**src/rtl/dc_bsp_pkg.sv**
```systemverilog
// Board support constants shared by the ASP interrupt path: source bit positions,
// IRQ CSR word offsets and the responder identification value.
package dc_bsp_pkg;

  localparam int BSP_AVMM_NUM_IRQ_USED = 3;

  localparam int DMA_0_IRQ_BIT  = 0;
  localparam int KERNEL_IRQ_BIT = 1;
  localparam int DMA_1_IRQ_BIT  = 2;

  localparam logic [63:0] ASP_IRQ_CSR_ID = 64'h4153_505F_4952_5101;

  localparam int IRQ_CSR_ID      = 0;
  localparam int IRQ_CSR_PENDING = 1;
  localparam int IRQ_CSR_ENABLE  = 2;
  localparam int IRQ_CSR_RAW     = 3;
  localparam int IRQ_CSR_FORCE   = 4;
  localparam int IRQ_CSR_COUNT0  = 5;

  typedef logic [BSP_AVMM_NUM_IRQ_USED-1:0] irq_vec_t;

endpackage

```
**src/rtl/asp_irq_src_cell.sv**
```systemverilog
// One interrupt source: input register, edge/level event detect, sticky pending bit
// and a saturating event counter.
module asp_irq_src_cell
  import dc_bsp_pkg::*;
#(
  parameter bit EDGE      = 1'b1,
  parameter int CNT_WIDTH = 32
) (
  input  logic                 clk,
  input  logic                 reset_n,
  input  logic                 src,
  input  logic                 w1c,
  input  logic                 force_set,
  input  logic                 cnt_clr,
  output logic                 pending,
  output logic [CNT_WIDTH-1:0] count
);

  localparam logic [CNT_WIDTH-1:0] CNT_MAX  = {CNT_WIDTH{1'b1}};
  localparam logic [CNT_WIDTH-1:0] CNT_ZERO = {CNT_WIDTH{1'b0}};
  localparam logic [CNT_WIDTH-1:0] CNT_ONE  = {{(CNT_WIDTH-1){1'b0}}, 1'b1};

  logic                 src_q_r;
  logic                 pending_r;
  logic [CNT_WIDTH-1:0] count_r;
  logic                 event_s;
  logic                 pending_next_s;
  logic [CNT_WIDTH-1:0] count_next_s;

  // Event detect: a new event sets pending even when software clears it in the same cycle.
  always_comb begin
    event_s = 1'b0;
    if (EDGE) begin
      event_s = src & ~src_q_r;
    end else begin
      event_s = src;
    end
    pending_next_s = event_s | force_set | (pending_r & ~w1c);
  end

  // Counter next state: clear has priority but an event in the clear cycle still counts.
  always_comb begin
    count_next_s = count_r;
    if (cnt_clr) begin
      if (event_s) begin
        count_next_s = CNT_ONE;
      end else begin
        count_next_s = CNT_ZERO;
      end
    end else if (event_s && (count_r != CNT_MAX)) begin
      count_next_s = count_r + CNT_ONE;
    end else begin
      count_next_s = count_r;
    end
  end

  // State registers.
  always_ff @(posedge clk or negedge reset_n) begin
    if (!reset_n) begin
      src_q_r   <= 1'b0;
      pending_r <= 1'b0;
      count_r   <= CNT_ZERO;
    end else begin
      src_q_r   <= src;
      pending_r <= pending_next_s;
      count_r   <= count_next_s;
    end
  end

  assign pending = pending_r;
  assign count   = count_r;

endmodule

```
**src/rtl/asp_irq_csr_responder.sv**
```systemverilog
// ASP interrupt consumer: per-source pending/counter cells, enable mask, 64-bit AVMM
// CSR responder with fixed one-cycle read latency and a registered host interrupt.
module asp_irq_csr_responder
  import dc_bsp_pkg::*;
#(
  parameter int                 NUM_IRQ        = BSP_AVMM_NUM_IRQ_USED,
  parameter logic [NUM_IRQ-1:0] EDGE_MODE      = 3'b101,
  parameter int                 CSR_ADDR_WIDTH = 4,
  parameter int                 CNT_WIDTH      = 32
) (
  input  logic                      clk,
  input  logic                      reset_n,
  input  logic [NUM_IRQ-1:0]        irq_src,
  input  logic [CSR_ADDR_WIDTH-1:0] avmm_address,
  input  logic                      avmm_read,
  input  logic                      avmm_write,
  input  logic [63:0]               avmm_writedata,
  input  logic [7:0]                avmm_byteenable,
  output logic [63:0]               avmm_readdata,
  output logic                      avmm_readdatavalid,
  output logic                      avmm_waitrequest,
  output logic                      irq_out
);

  localparam logic [CSR_ADDR_WIDTH-1:0] A_ID    = CSR_ADDR_WIDTH'(IRQ_CSR_ID);
  localparam logic [CSR_ADDR_WIDTH-1:0] A_PEND  = CSR_ADDR_WIDTH'(IRQ_CSR_PENDING);
  localparam logic [CSR_ADDR_WIDTH-1:0] A_EN    = CSR_ADDR_WIDTH'(IRQ_CSR_ENABLE);
  localparam logic [CSR_ADDR_WIDTH-1:0] A_RAW   = CSR_ADDR_WIDTH'(IRQ_CSR_RAW);
  localparam logic [CSR_ADDR_WIDTH-1:0] A_FORCE = CSR_ADDR_WIDTH'(IRQ_CSR_FORCE);

  logic [NUM_IRQ-1:0]   pending_s;
  logic [CNT_WIDTH-1:0] count_s [NUM_IRQ];
  logic [NUM_IRQ-1:0]   enable_r;
  logic [NUM_IRQ-1:0]   w1c_s;
  logic [NUM_IRQ-1:0]   force_s;
  logic [NUM_IRQ-1:0]   cnt_clr_s;
  logic                 wr_en_s;
  logic [63:0]          rdata_s;
  logic [63:0]          readdata_r;
  logic                 readdatavalid_r;
  logic                 irq_out_r;

  // Write decode; only byte lane 0 carries the mask registers, counter clear ignores lanes.
  always_comb begin
    w1c_s     = {NUM_IRQ{1'b0}};
    force_s   = {NUM_IRQ{1'b0}};
    cnt_clr_s = {NUM_IRQ{1'b0}};
    wr_en_s   = 1'b0;
    if (avmm_write) begin
      if (avmm_byteenable[0]) begin
        case (avmm_address)
          A_PEND:  w1c_s   = avmm_writedata[NUM_IRQ-1:0];
          A_EN:    wr_en_s = 1'b1;
          A_FORCE: force_s = avmm_writedata[NUM_IRQ-1:0];
          default: wr_en_s = 1'b0;
        endcase
      end else begin
        wr_en_s = 1'b0;
      end
      for (int i = 0; i < NUM_IRQ; i++) begin
        if (avmm_address == CSR_ADDR_WIDTH'(IRQ_CSR_COUNT0 + i)) begin
          cnt_clr_s[i] = 1'b1;
        end else begin
          cnt_clr_s[i] = 1'b0;
        end
      end
    end else begin
      wr_en_s = 1'b0;
    end
  end

  genvar g;
  generate
    for (g = 0; g < NUM_IRQ; g++) begin : g_src
      asp_irq_src_cell #(
        .EDGE      (EDGE_MODE[g]),
        .CNT_WIDTH (CNT_WIDTH)
      ) u_cell (
        .clk       (clk),
        .reset_n   (reset_n),
        .src       (irq_src[g]),
        .w1c       (w1c_s[g]),
        .force_set (force_s[g]),
        .cnt_clr   (cnt_clr_s[g]),
        .pending   (pending_s[g]),
        .count     (count_s[g])
      );
    end
  endgenerate

  // Read mux over current register state, so a same-cycle write is not yet visible.
  always_comb begin
    rdata_s = 64'd0;
    case (avmm_address)
      A_ID:    rdata_s = ASP_IRQ_CSR_ID;
      A_PEND:  rdata_s = 64'(pending_s);
      A_EN:    rdata_s = 64'(enable_r);
      A_RAW:   rdata_s = 64'(irq_src);
      A_FORCE: rdata_s = 64'd0;
      default: begin
        for (int i = 0; i < NUM_IRQ; i++) begin
          if (avmm_address == CSR_ADDR_WIDTH'(IRQ_CSR_COUNT0 + i)) begin
            rdata_s = 64'(count_s[i]);
          end else begin
            rdata_s = rdata_s;
          end
        end
      end
    endcase
  end

  // Enable mask register.
  always_ff @(posedge clk or negedge reset_n) begin
    if (!reset_n) begin
      enable_r <= {NUM_IRQ{1'b0}};
    end else if (wr_en_s) begin
      enable_r <= avmm_writedata[NUM_IRQ-1:0];
    end else begin
      enable_r <= enable_r;
    end
  end

  // Read response pipeline; readdata holds between responses.
  always_ff @(posedge clk or negedge reset_n) begin
    if (!reset_n) begin
      readdata_r      <= 64'd0;
      readdatavalid_r <= 1'b0;
    end else begin
      readdatavalid_r <= avmm_read;
      if (avmm_read) begin
        readdata_r <= rdata_s;
      end else begin
        readdata_r <= readdata_r;
      end
    end
  end

  // Host interrupt.
  always_ff @(posedge clk or negedge reset_n) begin
    if (!reset_n) begin
      irq_out_r <= 1'b0;
    end else begin
      irq_out_r <= |(pending_s & enable_r);
    end
  end

  assign avmm_readdata      = readdata_r;
  assign avmm_readdatavalid = readdatavalid_r;
  assign avmm_waitrequest   = 1'b0;
  assign irq_out            = irq_out_r;

endmodule

```
**config.mk**
```make
export PLATFORM = sky130hd
export DESIGN_NAME = asp_irq_csr_responder
export DESIGN_NICKNAME = d
export VERILOG_FILES = /design/src/rtl/dc_bsp_pkg.sv /design/src/rtl/asp_irq_src_cell.sv /design/src/rtl/asp_irq_csr_responder.sv
export SDC_FILE = /design/constraint.sdc
export NUM_CORES = 1
export LEC_CHECK = 0
export CORE_MARGIN = 2
export CORE_UTILIZATION = 30
export CTS_CLUSTER_DIAMETER = 40
export CTS_CLUSTER_SIZE = 30
export DETAILED_ROUTE_END_ITERATION = 12
export PLACE_DENSITY = 0.58
export SETUP_SLACK_MARGIN = 0.3
export SLEW_MARGIN = 5
export SYNTH_ARGS = -nofsm -noshare
export SYNTH_HDL_FRONTEND = slang
export SYNTH_SLANG_ARGS = --single-unit
```
**constraint.sdc**
```tcl
create_clock -name clk -period 3.1 [get_ports clk]
set_input_delay 0.62 -clock clk [delete_from_list [all_inputs] [get_ports clk]]
set_output_delay 0.62 -clock clk [all_outputs]
set_load 0.01 [all_outputs]
```
## Word level (Yosys, flattened, before mapping)

Index checks and enable logic that the tools add are counted.

- Bits in registers: 170
- Input bits: 83
- Output and inout port bits: 67

- Add/subtract/negate cells: 3
- Equality and inequality tests: 10
- Multiplexer cells: 26
- Bitwise gates (word level): 17
- Reduce and logical (&&, ||, !) cells: 8

Operators by type and width:

| operator | number |
|---|---|
| $pmux 64 s5 | 1 |
| $mux 32 | 7 |
| $mux 64 | 2 |
| $add 32x1->32 const B | 3 |
| $ne 32x32->1 const B | 3 |
| $mux 3 | 7 |
| $eq 4x3->1 const B | 4 |
| $mux 1 | 9 |
| $eq 4x2->1 const B | 2 |
| $or 1x1->1 | 6 |
| $reduce_bool 2->1 | 3 |
| $and 1x1->1 | 5 |
| $not 1->1 | 5 |
| $eq 4x1->1 const B | 1 |
| $logic_not 4->1 | 1 |
| $and 3x3->3 | 1 |
| $logic_and 1x1->1 | 3 |
| $reduce_or 3->1 | 1 |

## Depth between registers and ports, before layout

- Depth after elaboration: 7
- Gate-level depth with buffers: 8
- Gate-level depth less buffers: 6

## By module

Synthesis repeated with hierarchy kept, for this count alone.

- Cell total of the unflattened synthesis: 847
- Area total of the unflattened synthesis: 8244.2 um^2

By module, submodules not included:

| module | instances | cells an instance | area each (um^2) |
|---|---|---|---|
| asp_irq_src_cell at g_src[0].u_cell ... | 2 | 198 | 1961.9 |
| asp_irq_csr_responder | 1 | 254 | 2453.6 |
| asp_irq_src_cell at g_src[1].u_cell | 1 | 197 | 1866.8 |

## Worst setup path after synthesis

OpenSTA, ideal clock, no wires.

- Path kind: in2reg
- Start: input avmm_address[0]
- End: register readdata_r[18] (netlist: avmm_readdata[18])
- Setup time: 0.141 ns
- Data arrival time: 2.111 ns
- Setup slack: 0.848 ns
- Stages on the path: 6
- Cells stage by stage: clkbuf_1 clkbuf_1 clkbuf_1 mux2_2 a22oi_1 o22ai_1

- Longest elaborated chain between the ends: 5
- Elaborated cells between the ends (all ways): 12
- Classes of those cells: eq/ne (7); mux (4); reduce/logical (1)

RTL lines:

| item | RTL line | source |
|---|---|---|
| from (decl) | asp_irq_csr_responder.sv:14 | `input logic [CSR_ADDR_WIDTH-1:0] avmm_address,` |
| $eq 4x3->1 | asp_irq_csr_responder.sv:102 | `if (avmm_address == CSR_ADDR_WIDTH'(IRQ_CSR_COUNT0 + i)) begin` |
| $mux 32 | asp_irq_csr_responder.sv:102 |  |
| $mux 64 (2 in a row) | asp_irq_csr_responder.sv:102 |  |
| $pmux 64 s5 (*) | asp_irq_csr_responder.sv:94 | `case (avmm_address)` |
| to (signal assigned) | asp_irq_csr_responder.sv:131 | `readdata_r <= rdata_s;` |
| to (signal assigned) | asp_irq_csr_responder.sv:133 | `readdata_r <= readdata_r;` |
| to (decl) | asp_irq_csr_responder.sv:39 | `logic [63:0] readdata_r;` |

Every way passes the cells marked *; elsewhere a longest branch is shown, timed or not.
A chain may end at the register's enable or synchronous reset.

## Worst setup path in the final report

- Start: register g_src[1].u_cell.count_r[0]
- End: register g_src[1].u_cell.count_r[25]

- Longest elaborated chain between the ends: 3
- Elaborated cells between the ends (all ways): 6
- Classes of those cells: add/sub (1); eq/ne (1); mux (2); reduce/logical (2)

RTL lines:

| item | RTL line | source |
|---|---|---|
| from (decl) | asp_irq_src_cell.sv:25 | `logic [CNT_WIDTH-1:0] count_r;` |
| from (signal assigned) | asp_irq_src_cell.sv:66 | `count_r <= count_next_s;` |
| $add 32x1->32 or $ne 32x32->1 (tied branches) | asp_irq_src_cell.sv:51, asp_irq_src_cell.sv:50 |  |
| $mux 32 or $logic_and 1x1->1 (tied branches) | asp_irq_src_cell.sv:50 | `end else if (event_s && (count_r != CNT_MAX)) begin` |
| $mux 32 or $reduce_bool 2->1 (tied branches) | -- |  |

Several ways; a longest one is shown, not always the timed one. The select of a mux whose other input is x is not followed.

==> flow_summary.yaml <==
outcome:
  outcome: "completed"
global_route:
  grt_start_max_net_pins: 58
  antenna_found_initial: 0
  grt_pass1_wl_um: 36900
  grt_usage: 0.166
  grt_pass1_vias: 6460
  grt-ovfl-total: 0
clock_tree:
  clock-sinks: 139
  cts.path.max_buffers: 2
  clk_pin_slew_ns: 0.06
  cts_hold_buf: 0
  cts_buffers: 17
  postCtsSetupRepairBufs: 0
  ctsResizeCount: 0
  cts_root_buffer: "clkbuf_16"
  tritoncts: "yes"
  clock_latency_ns: 0.43
  cts.htree.levels: 4
timing:
  layout_min_cycle_time_ns: 2.45
  setup_violations: 0
  fmax_mhz: 408
  worst_slew_pin_slew_ns: 0.932
  setup_tns_ns: 0
  clock_skew_ns: 0.0103
  final_hold_viol_count: 0
  max_slew_margin: 0.375
  fin_crit_sh: 0.790
  rsz0062_at_grt: "no"
  slew_violations: 0
power_and_ir_drop:
  ir_drop_mv: 0.351
  finalPower_mw: 4.85
  p_leak_nw: 3.59
  powerDensity_nw_per_um2: 513
routing:
  drc: 0
  wl_per_cell_um: 18.2
  detail-route-antenna-nets: 0
  dr.pass1.iters: 6
  drtIter0Drc: 530
  viasPerCell: 5.49
  vias: 6838
  totalWireLength_um: 22700
synth:
  synth-edff-count: 0
  ys_seq_elements: 139
  ys_seq_area_frac: 0.436
  async_flop_share: 1.00
  synth-main-ff-cell: "dfrtp_1"
  yosys_warnings: 0
  ys_types: 72
  synthCells: 852
  syn-mean-instance-area_um2: 9.37
  netlist_area_um2: 7980
critical_path:
  r2r_end: "g_src[1].u_cell.count[25]$_DFFE_PN0P_"
  endpoint_kind: "register"
  cp_data_arrival_time_ns: 2.80
  crit_slowest_cell: "o2111ai_2"
  r2r_start: "g_src[1].u_cell.count[0]$_DFFE_PN0P_"
  cp-startpoint: "g_src[1].u_cell.count[0]$_DFFE_PN0P_"
  worstPathRequired_ns: 3.45
  cpPeakStageDelay_ns: 0.62
  crit_path_start_kind: "register"
  r2r_slack_ns: 0.65
  crit_chain: "ha_1 -> and4_1 -> nand4_1 -> o2111ai_2 -> o21ai_0 -> a21oi_1"
  crit_fanout: 12
  crit_path_end: "g_src[1].u_cell.count[25]$_DFFE_PN0P_"
  reg2regPathDepth: 6
  crit_type: "reg2reg"
floorplan:
  start_util: 0.306
  std_cell_rows: 59
  ios: 150
  die_w_um: 167
  core-area_um2: 26100
  die_height_um: 167
  die_area_um2: 27900
finish:
  syn_to_final_growth_pct: 18.6
  num_antenna_cells: 0
  nNetsFinal: 984
  drive_gt1_frac: 0.133
worst_hold_path:
  hold_class: "in2async"
place:
  hpwl_um: 16300
  io_buffers: 62
  gp_congestion: 0.849
flow_run:
  drv_cap: 0
[flip-flops by register name, summed over array words and instances, names as in the netlist]
signal                flops
avmm_readdata            33
avmm_readdatavalid        1
enable_r                  3
g_src.u_cell.count       96
g_src.u_cell.pending      3
g_src.u_cell.src_q_r      2
irq_out                   1
[layout make-up]
class / count / area, um^2
inverter: 31 / 116
clock buffer: 20 / 467
multi-input combinational: 617 / 3990
tap: 335 / 419
fill: 2608 / 16600
sequential: 139 / 3480
clock inverter: 12 / 121
timing repair buffer: 92 / 872
[cell usage after synthesis, drive strengths merged, types with 18 or more instances]
master	instances	area [um^2]
a21oi	56	280
a22oi	22	165
buf	44	323
clkbuf	39	148
dfrtp	139	3480
inv	31	116
mux2	29	327
nand2	63	236
nand3	34	175
nand4	32	206
nor2	65	251
o21ai	33	169
o22ai	22	138
or3	32	210
or4	18	143
xnor2	33	289
[logic make-up after synthesis]
family | Yosys count | synth area share
mux | 32 | 0.0447
compound gates | 214 | 0.185
other cells | 1 | 0.000470
buf+inv | 114 | 0.0735
xor+xnor | 39 | 0.0428
simple gates | 310 | 0.213
fa+ha+maj | 3 | 0.00470
flops | 139 | 0.436
[layer usage]
metal	track usage	part of all wire	up-vias
met4	0.0412	0.010	0
li1	-	-	3233
met1	0.247	0.49	3384
met5	0	0	-
met3	0.0326	0.054	19
met2	0.246	0.44	202
[worst min path at each step]
stage	start	endpoint	slack (ns)	cells past startpoint
6_report	reset_n	g_src[1].u_cell.count[27]$_DFFE_PN0P_	0.16	1
5_1_grt	reset_n	g_src[1].u_cell.count[16]$_DFFE_PN0P_	0.20	1
4_1_cts	reset_n	g_src[1].u_cell.count[27]$_DFFE_PN0P_	0.18	1
3_5_place_dp	avmm_readdata[2]$_DFFE_PN0P_	avmm_readdata[2]$_DFFE_PN0P_	0.50	1
3_3_place_gp	avmm_readdata[0]$_DFFE_PN0P_	avmm_readdata[0]$_DFFE_PN0P_	0.50	1
2_1_floorplan	reset_n	avmm_readdata[0]$_DFFE_PN0P_	0.32	0
[per-stage QoR]
stage               worst slack [ns]  utilization  hold slack [ns]  std cells  area [um^2]
floorplan                      0.848            -            0.324        870         8050
global placement               0.332        0.341            0.502       1214         8880
detailed placement             0.317        0.341            0.499       1214         8880
finish                         0.651        0.363            0.160       1246         9470
global route                   0.371        0.363            0.195       1246         9470
CTS                            0.652        0.363            0.181       1246         9470
[cell usage in the layout, fill, tap and decap left out, types with 28 or more instances in the layout]
master and n:
clkdlybuf4s50_1 61, mux2_2 29, nor2_1 62, nand4_1 31, a21oi_1 56, nand2_1 63
xnor2_1 33, buf_4 28, inv_1 31, dfrtp_1 139, o21ai_0 28, nand3_1 33
or3_1 30
[report_power, final]
part / total [mW] / leakage, nW / internal, mW / switching [mW]
Sequential: 2.19 / 1.85 / 1.96 / 0.225
Combinational: 0.624 / 1.45 / 0.298 / 0.327
Clock: 2.04 / 0.287 / 1.24 / 0.801
Total: 4.85 / 3.59 / 3.50 / 1.35
[worst max-delay path, delay by kind of cell (launching register included)]
family | cells | cell delay (ns)
simple gates | 2 | 0.79
flops | 1 | 0.45
compound gates | 3 | 0.92
fa+ha+maj | 1 | 0.22
Power figures use the tool's default switching activity.
